--- config.mk ---
export PLATFORM = sky130hd
export DESIGN_NAME = io_port_bank
export DESIGN_NICKNAME = d
export VERILOG_FILES = /design/src/rtl/io_port_bank.sv
export SDC_FILE = /design/constraint.sdc
export NUM_CORES = 1
export LEC_CHECK = 0
export CAP_MARGIN = 20
export CORE_MARGIN = 5
export CORE_UTILIZATION = 45
export DETAILED_ROUTE_END_ITERATION = 7
export PLACE_DENSITY = 0.68
export SYNTH_ARGS = -nofsm -noshare
export SYNTH_HDL_FRONTEND = slang
export SYNTH_SLANG_ARGS = --single-unit
--- constraint.sdc ---
create_clock -name i_clk -period 2.05 [get_ports i_clk]
set_input_delay 0.615 -clock i_clk [delete_from_list [all_inputs] [get_ports i_clk]]
set_output_delay 0.615 -clock i_clk [all_outputs]
set_load 0.01 [all_outputs]
--- src/rtl/io_port_bank.sv ---
// Multi-channel I/O port bank: output latches, synchronised inputs,
// sticky change flags, maskable interrupt, single-cycle register bus.
module io_port_bank #(
  parameter int DATA_W      = 8,
  parameter int NUM_CH      = 2,
  parameter int SYNC_STAGES = 2,
  localparam int CH_W = (NUM_CH > 1) ? $clog2(NUM_CH) : 1
) (
  input  logic                     i_clk,
  input  logic                     i_rst,
  input  logic [NUM_CH*DATA_W-1:0] i_in,
  output logic [NUM_CH*DATA_W-1:0] o_out,
  input  logic [CH_W-1:0]          i_ch,
  input  logic [1:0]               i_reg,
  input  logic                     i_wr_en,
  input  logic [DATA_W-1:0]        i_wdata,
  input  logic                     i_rd_en,
  output logic [DATA_W-1:0]        o_rdata,
  output logic                     o_rvalid,
  output logic                     o_irq
);

  localparam int CNT_W = $clog2(SYNC_STAGES + 2);
  localparam logic [CNT_W-1:0] LP_SETTLE = CNT_W'(SYNC_STAGES + 1);

  localparam logic [1:0] REG_OUT  = 2'd0;
  localparam logic [1:0] REG_IN   = 2'd1;
  localparam logic [1:0] REG_CHG  = 2'd2;
  localparam logic [1:0] REG_MASK = 2'd3;

  logic [DATA_W-1:0] r_sync [NUM_CH][SYNC_STAGES];
  logic [DATA_W-1:0] r_out  [NUM_CH];
  logic [DATA_W-1:0] r_prev [NUM_CH];
  logic [DATA_W-1:0] r_chg  [NUM_CH];
  logic [DATA_W-1:0] r_mask [NUM_CH];
  logic [CNT_W-1:0]  r_settle;
  logic [DATA_W-1:0] r_rdata;
  logic              r_rvalid;
  logic              r_irq;

  logic [NUM_CH-1:0] w_sel;
  logic [DATA_W-1:0] w_clr  [NUM_CH];
  logic [DATA_W-1:0] w_tog  [NUM_CH];
  logic [DATA_W-1:0] w_rsel;
  logic              w_irq;
  logic              w_settled;

  assign w_settled = (r_settle == '0);

  // Out-of-range channels match no w_sel bit, so they read 0 and drop writes.
  always_comb begin
    w_sel  = '0;
    w_rsel = '0;
    w_irq  = 1'b0;
    for (int c = 0; c < NUM_CH; c++) begin
      w_sel[c] = (i_ch == CH_W'(c));
      w_clr[c] = '0;
      w_tog[c] = '0;
      if (i_wr_en && w_sel[c] && (i_reg == REG_CHG))
        w_clr[c] = i_wdata;
      if (w_settled)
        w_tog[c] = r_sync[c][SYNC_STAGES-1] ^ r_prev[c];
      if (w_sel[c]) begin
        unique case (i_reg)
          REG_OUT:  w_rsel = r_out[c];
          REG_IN:   w_rsel = r_sync[c][SYNC_STAGES-1];
          REG_CHG:  w_rsel = r_chg[c];
          REG_MASK: w_rsel = r_mask[c];
        endcase
      end
      w_irq = w_irq | (|(r_chg[c] & r_mask[c]));
    end
  end

  always_ff @(posedge i_clk) begin
    if (i_rst) begin
      for (int c = 0; c < NUM_CH; c++) begin
        for (int s = 0; s < SYNC_STAGES; s++)
          r_sync[c][s] <= '0;
        r_out[c]  <= '0;
        r_prev[c] <= '0;
        r_chg[c]  <= '0;
        r_mask[c] <= '0;
      end
      r_settle <= LP_SETTLE;
      r_rdata  <= '0;
      r_rvalid <= 1'b0;
      r_irq    <= 1'b0;
    end else begin
      if (!w_settled)
        r_settle <= r_settle - 1'b1;
      for (int c = 0; c < NUM_CH; c++) begin
        r_sync[c][0] <= i_in[c*DATA_W +: DATA_W];
        for (int s = 1; s < SYNC_STAGES; s++)
          r_sync[c][s] <= r_sync[c][s-1];
        r_prev[c] <= r_sync[c][SYNC_STAGES-1];
        // A fresh toggle wins over a same-cycle clear.
        r_chg[c] <= (r_chg[c] & ~w_clr[c]) | w_tog[c];
        if (i_wr_en && w_sel[c] && (i_reg == REG_OUT))
          r_out[c] <= i_wdata;
        if (i_wr_en && w_sel[c] && (i_reg == REG_MASK))
          r_mask[c] <= i_wdata;
      end
      r_rvalid <= i_rd_en;
      if (i_rd_en)
        r_rdata <= w_rsel;
      r_irq <= w_irq;
    end
  end

  for (genvar g = 0; g < NUM_CH; g++) begin : g_out
    assign o_out[g*DATA_W +: DATA_W] = r_out[g];
  end

  assign o_rdata  = r_rdata;
  assign o_rvalid = r_rvalid;
  assign o_irq    = r_irq;

endmodule

[After elaboration in Yosys (flattened, before gate mapping)]
Memory sizes are Yosys's and may differ from the RTL's.
Index checks and enable logic that the tools add are counted.
Storage, ports and cells
  register bits: 12
  output and inout port bits: 26
  bits of input ports: 31
  memories: 5
  memory bits (writable): 96
Memory list
  r_sync: depth 2, bits a word 16, read ports 2, clocked after memory_dff 0, write ports 2, RTL line 31  | logic [DATA_W-1:0] r_sync [NUM_CH][SYNC_STAGES];
  r_chg: depth 2, bits a word 8, read ports 2, clocked after memory_dff 0, write ports 2, RTL line 34  | logic [DATA_W-1:0] r_chg [NUM_CH];
  r_mask: depth 2, bits a word 8, read ports 2, clocked after memory_dff 0, write ports 2, RTL line 35  | logic [DATA_W-1:0] r_mask [NUM_CH];
  r_out: depth 2, bits a word 8, read ports 2, clocked after memory_dff 0, write ports 2, RTL line 32  | logic [DATA_W-1:0] r_out [NUM_CH];
  r_prev: depth 2, bits a word 8, read ports 2, clocked after memory_dff 0, write ports 2, RTL line 33  | logic [DATA_W-1:0] r_prev [NUM_CH];
Cells by class
  bitwise logic cells: 24
  reduce and logical (&&, ||, !) cells: 12
  eq/ne operators: 3
  $add $sub $neg: 1
  multiplexer cells: 34
Operators with widths (count)
  8-bit 2-to-1 mux: 17
  8-bit case mux with 4 select lines: 2
  8-bit bitwise AND: 4
  8-bit NOT: 2
  8-bit OR: 2
  8-bit OR reduction: 2
  8-bit bitwise XOR: 2
  1-bit 2-to-1 mux: 15
  1-bit OR: 13
  1-bit logical AND: 8
  2-bit equality test (second input constant): 2
  2-bit zero test: 2
  2-bit by 1-bit equality test with 1-bit output (second input constant): 1
  2-bit by 1-bit subtractor with 2-bit output (second input constant): 1
  1-bit NOT: 1

[Depth between registers and ports, before layout]
Gate-level depths: netlist (run 1).
  depth in word-level cells: 8
  mapped depth: 6
  gate-level depth less buffers: 4

[Least setup slack after synthesis (run 1)]
Ideal clock, no wire load.
  path kind: input to register
  from: in i_rst
  to: mem r_mask[0][0] (enable)
  slack: 0.328 ns
  stages on the path: 3
  library setup time: 0.329 ns
  arrival: 1.393 ns
  path through: clkbuf_1 -> clkbuf_1 -> a41o_1
RTL lines
  start: declaration: RTL line 10  | input logic i_rst,
  end: declaration: RTL line 35

==> metrics.cfg, run 1 <==
[status]
status = finished clean

[clocking]
clk_latency_ns = 0.37
clock_path_buffers = 2
cts_resized = 0
cts-buffers-inserted = 9
cts_root_buf = clkbuf_8
clkSinkCount = 108
post_cts_buffers = 0
cts_tree = done
clk_pin_slew_ns = 0.10
cts_hold_buf = 0
h-tree-depth = 3

[synthesis]
syn_nets = 361
synth_area_sq_mm = 0.00410
synthTopCellsByArea = dfxtp_1, edfxtp_1, mux4_2
synth_cells = 329
synth_top_area_share = 0.371
ys_seq_area_frac = 0.605
ys_ff_latch = 108
yosysWarnings = 0
yosysTopAreaCell = dfxtp_1
syn_avg_cell_area_sq_um = 12.5
ys_types = 29

[place]
dp_hpwl_mm = 6.02
numPortBuffers = 56
place_inst = 493
routabilityCongestion = 0.833

[sta]
fin_crit_ns = 1.95
fmax_ghz = 0.513
rsz0062_at_grt = no
setup_viol = 0
slew_headroom = 0.617
report.final.hold_viol_count = 0
drv_slew = 0
tightest_slew_ns = 0.572
clock_skew_ns = 0.0106
fin_crit_sh = 0.950
setup-tns-final_ns = 0

[finish]
finalNonFillerCells = 509
n_fill_cell = 720
syn_to_final_growth_pct = 23.4
utilization = 0.575
drive_gt1_frac = 0.145
nets = 428
antennaDiodeCount = 0

[setup_path]
crit_path_end = o_out[1]
rr_worst_depth = 3
cp_max_fo = 2
critPathLaunchType = flop
reg2reg_slack_ns = 0.79
startpoint = r_out[0][1]$_DFFE_PP_
cp-end-kind = output port
critPathKind = reg -> out
r2r-start = r_mask[0][8]$_DFFE_PP_
critPathTopFamily = buffers and inverters
cp.required_ns = 1.43
worst-path-stages = 1
cp_slowest_cell = clkdlybuf4s50_1
cpPeakStageDelay_ns = 0.56
critical_path.cell_chain = clkdlybuf4s50_1
path_buf_inv = 1
cp.arrival_ns = 1.33
reg2reg_to = o_rdata[0]$_SDFFE_PP0P_

[routing]
wl_met2_mm = 3.85
drtAntennaViolNets = 0
wl_mm = 8.67
drt_iter0_drc = 155
num_vias = 2661
top_layer = met4
wl_per_cell_um = 17.0
met3_wirelength_um = 731
routed_via_density = 5.23
dr.pass1.iters = 4
drc = 0
wl_met1_mm = 3.89

[hold_path]
hp-class = reg -> reg

[power_and_ir_drop]
ir_worst_vdd_mv = 0.304
power_density_mw_per_mm2 = 803
power_mw = 4.06
p_leak_nw = 1.93

[grt]
grt_usage = 0.165
grt_pass1_vias = 2644
grt-ovfl-total = 0
grt_pass1_wl_mm = 14.1
antenna_found_initial = 0
grt_max_degree = 81

[die]
initial_utilization = 0.466
die_w_um = 105
core_sq_mm = 0.00881
ios = 57
die_area_sq_mm = 0.0111
num_rows = 34
die_h_um = 105

[job]
drv_cap = 0

## stage by stage
step,hold WS [ns],worst slack (ns),area [sq um]
finish,0.440,0.102,5060
global route,0.462,0.0437,5060
CTS,0.444,0.0791,5060
detailed placement,0.420,-0.182,4880
global placement,0.416,-0.167,4880
floorplan,0.414,0.328,4100
## final cells by class
type	instances	area, sq um	share of cell area
well taps	108	135	0.0267
clock buffers	10	138	0.0272
repair buffers	75	748	0.148
clock inverters	6	46.3	0.00915
multi-input cells	199	1500	0.296
inverters	3	11.3	0.00222
flip-flops and latches	108	2480	0.490
## power breakdown
part           internal (mW)  switching [mW]  total [mW]
registers               2.31          0.0668        2.38
logic                  0.271           0.203       0.474
clock network          0.484           0.725        1.21
## cell usage after synthesis
library cell and n:
ha_1 1, nand2b_1 4, or2_2 1, nor2b_1 49
a41o_1 2, and3_1 1, and2_1 16, a221oi_1 3
a31o_2 2, xor2_1 17, a22o_1 3, a22oi_1 18
nor2_1 26, o22ai_1 8, nand2_1 19, clkbuf_1 10
nor3_2 1, and4bb_2 1, buf_6 3, and4b_2 1
a31oi_1 1, nor3_1 8, dfxtp_1 76, inv_1 3
buf_2 4, mux4_2 16, buf_4 2, mux2i_1 1
edfxtp_1 32
## how the worst min path moves through the flow
stage / start / depth (start not counted) / endpoint
2_1_floorplan: r_sync[0][8]$_SDFF_PP0_ / 1 / r_sync[0][0]$_SDFF_PP0_
3_3_place_gp: r_sync[0][10]$_SDFF_PP0_ / 1 / r_sync[0][2]$_SDFF_PP0_
3_5_place_dp: r_sync[1][9]$_SDFF_PP0_ / 1 / r_sync[1][1]$_SDFF_PP0_
4_1_cts: r_sync[1][11]$_SDFF_PP0_ / 1 / r_sync[1][3]$_SDFF_PP0_
5_1_grt: r_sync[1][11]$_SDFF_PP0_ / 1 / r_sync[1][3]$_SDFF_PP0_
6_report: r_sync[1][11]$_SDFF_PP0_ / 1 / r_sync[1][3]$_SDFF_PP0_
## registers in the layout, indices dropped and copies added, names as in the netlist
register and count:
o_rdata 8, r_sync 32, o_rvalid 1, o_irq 1, r_settle 2, r_mask 16
r_out 16, r_prev 16, r_chg 16
## cell usage in the layout (no fill, tap or decap), types with 2 or more instances in the layout
cell,n
a221oi_1,3
a22o_1,3
a22oi_1,18
a31o_2,2
a41o_1,2
and2_1,16
buf_12,4
buf_4,15
clkbuf_8,10
clkdlybuf4s50_1,55
clkinvlp_4,2
dfxtp_1,76
edfxtp_1,32
inv_1,3
inv_6,2
mux4_2,16
nand2_1,19
nand2b_1,4
nor2_1,26
nor2b_1,49
nor3_1,8
o22ai_1,8
xor2_1,17
## kinds of logic (layout without fill, tap and decap cells)
family / count (synthesis) / after routing / share of synthesized area
muxes: 17 / 17 / 0.0903
DFF: 108 / 108 / 0.605
AOI/OAI and AO/OA: 37 / 37 / 0.0687
and+or+nand+nor: 127 / 127 / 0.168
adders and majority gates: 1 / 1 / 0.00305
xor gates and xnor gates: 17 / 17 / 0.0363
buffers and inverters: 22 / 94 / 0.0287
## per-layer routing
layer,vias up,global-route usage
li1,1297,-
met2,95,0.237
met1,1254,0.227
met5,-,0
met3,15,0.0452
met4,0,0.0853
Power figures use the tool's default switching activity.
==> inputs of run 2 (changes only) <==
--- a/config.mk
+++ b/config.mk
@@ -6,6 +6,7 @@
 export NUM_CORES = 1
 export LEC_CHECK = 0
 export CAP_MARGIN = 20
+export CORE_ASPECT_RATIO = 1.75
 export CORE_MARGIN = 5
 export CORE_UTILIZATION = 45
 export DETAILED_ROUTE_END_ITERATION = 7
@@ -13,3 +14,4 @@
 export SYNTH_ARGS = -nofsm -noshare
 export SYNTH_HDL_FRONTEND = slang
 export SYNTH_SLANG_ARGS = --single-unit
+export TNS_END_PERCENT = 20
==> run 2 against run 1 <==
Against the previous run: clock power increased by 39%; sequential cell count unchanged; register-to-register slack got worse by 0.03 ns; largest cell class unchanged; die area increased by 0.67%; cell count increased by 1.6%; via count decreased by 1.6%; combinational power about the same; sequential share of layout area decreased by 1.1 points; largest power group unchanged; utilization increased by 0.20 points; clock skew decreased by 0.0043 ns; first-iteration DRC count increased by 25%; hold slack got worse by 0.0061 ns; highest routed layer unchanged.
==> metrics.cfg, run 2 (synthesized netlist as in run 1, its figures left out) <==
[status]
status = finished clean  ; unchanged

[die]
initial_utilization = 0.457  ; was 0.466
die_h_um = 136  ; was 105 um
die_w_um = 82.2  ; was 105 um
ios = 57  ; unchanged
num_rows = 46  ; was 34
die_area_sq_mm = 0.0112  ; was 0.0111 sq mm
core_sq_mm = 0.00898  ; was 0.00881 sq mm

[grt]
grt_max_degree = 40  ; was 81
grt_usage = 0.163  ; was 0.165
grt_pass1_wl_mm = 13.1  ; was 14.1 mm
antenna_found_initial = 0  ; unchanged
grt_pass1_vias = 2532  ; was 2644
grt-ovfl-total = 0  ; unchanged

[routing]
routed_via_density = 5.06  ; was 5.23
drtAntennaViolNets = 0  ; unchanged
drt_iter0_drc = 194  ; was 155
dr.pass1.iters = 4  ; unchanged
wl_mm = 8.50  ; was 8.67 mm
num_vias = 2618  ; was 2661
wl_per_cell_um = 16.4  ; was 17.0 um
drc = 0  ; unchanged

[place]
numPortBuffers = 56  ; unchanged
place_inst = 501  ; was 493
dp_hpwl_mm = 6.26  ; was 6.02 mm
routabilityCongestion = 0.915  ; was 0.833
place_ws_ns = -0.186  ; was -0.182 ns

[clocking]
cts_hold_buf = 0  ; unchanged
post_cts_buffers = 0  ; unchanged
clkSinkCount = 108  ; unchanged
h-tree-depth = 3  ; unchanged
clk_pin_slew_ns = 0.07  ; was 0.10 ns
cts_tree = done  ; unchanged
clk_latency_ns = 0.34  ; was 0.37 ns
cts_resized = 0  ; unchanged
cts-buffers-inserted = 9  ; unchanged
cts_root_buf = clkbuf_16  ; was clkbuf_8
clock_path_buffers = 2  ; unchanged

[finish]
antennaDiodeCount = 0  ; unchanged
layout_common_cells = dfxtp_1, clkdlybuf4s50_1, nor2b_1  ; unchanged
regMostFlops = r_sync  ; unchanged
finalNonFillerCells = 517  ; was 509
syn_to_final_growth_pct = 26.3  ; was 23.4%
utilization = 0.577  ; was 0.575
drive_gt1_frac = 0.134  ; was 0.145
nets = 424  ; was 428
layout_commonest_cell = dfxtp_1  ; unchanged
seq_area_sq_mm = 0.00248  ; unchanged
n_fill_cell = 779  ; was 720
multiInputGateArea_sq_mm = 0.00150  ; unchanged
largest_reg_flops = 32  ; unchanged

[sta]
setup_viol = 0  ; unchanged
report.final.hold_viol_count = 0  ; unchanged
setup-tns-final_ns = 0  ; unchanged
fin_crit_sh = 0.933  ; was 0.950
drv_slew = 0  ; unchanged
rsz0062_at_grt = no  ; unchanged
fmax_ghz = 0.523  ; was 0.513 GHz
slew_headroom = 0.641  ; was 0.617
clock_skew_ns = 0.00630  ; was 0.0106 ns
tightest_slew_ns = 0.536  ; was 0.572 ns
fin_ws_ns = 0.138  ; was 0.102 ns
fin_crit_ns = 1.91  ; was 1.95 ns

[setup_path]
critical_path.cell_chain = clkdlybuf4s50_1  ; unchanged
critPathKind = reg -> out  ; unchanged
critPathTopFamily = buffers and inverters  ; unchanged
path_buf_inv = 1  ; unchanged
cp.required_ns = 1.43  ; about the same
cp_slowest_cell = clkdlybuf4s50_1  ; unchanged
critPathLaunchType = flop  ; unchanged
cp_max_fo = 2  ; unchanged
cp.arrival_ns = 1.30  ; was 1.33 ns
cpPeakStageDelay_ns = 0.56  ; about the same
cp-end-kind = output port  ; unchanged

[power_and_ir_drop]
ir_worst_vdd_mv = 0.646  ; was 0.304 mV
switching_share = 0.221  ; was 0.245
p_leak_nw = 1.98  ; was 1.93 nW
p_sw_mw = 1.00  ; was 0.995 mW
power_mw = 4.54  ; was 4.06 mW
p_comb_frac = 0.105  ; was 0.117
power_density_mw_per_mm2 = 876  ; was 803 mW/mm^2
clkPwrFrac = 0.370  ; was 0.297
power_frac_seq = 0.525  ; was 0.586
p_int_mw = 3.54  ; was 3.07 mW

[job]
drv_cap = 0  ; unchanged

[hold_path]
hp-class = reg -> reg  ; unchanged

-- run 2: cell count changes in the layout (fill, tap and decap cells not counted), sizes merged --
cell	delta
bufinv	+1
buf	-4
clkinv	+2
clkinvlp	-2
inv	-1
-- run 2: power by group through the flow --
stage	clock [mW]	sequential, mW	combinational, mW
after CTS	1.70	2.38	0.482
after global routing	1.82	2.39	0.514
after detailed placement	0	2.43	0.480
after global placement	0	2.42	0.470
final	1.68	2.38	0.474
after floorplan	0	2.42	0.238
-- run 2: worst paths after layout --
check / startpoint / endpoint / slack, ns / depth (start not counted)
max: r_out[0][13]$_DFFE_PP_ / o_out[13] / 0.14 / 1
min: r_sync[0][14]$_SDFF_PP0_ / r_sync[0][6]$_SDFF_PP0_ / 0.43 / 1
max reg2reg: r_mask[0][1]$_DFFE_PP_ / o_irq$_SDFF_PP0_ / 0.76 / 4
min reg2reg: r_sync[0][14]$_SDFF_PP0_ / r_sync[0][6]$_SDFF_PP0_ / 0.43 / 1
-- run 2: final cells by class --
type,count,area share
clock inverter,6,0.0121
clock buffer,10,0.0442
multi-input combinational,199,0.290
inverter,3,0.00217
sequential,108,0.479
timing repair buffer,71,0.144
tap,120,0.0290
-- run 2: routing by layer --
metal | wire [um] | GRT usage
met2 | 4270 | 0.265
met5 | 0 | 0
met3 | 525 | 0.0438
met1 | 3370 | 0.186
met4 | 344 | 0.0989
-- run 2: through the flow --
stage	cell area [sq um]	hold slack [ns]
after floorplan	4100	0.414
final	5180	0.434
after global routing	5180	0.451
after CTS	5180	0.437
after detailed placement	4890	0.420
after global placement	4890	0.416
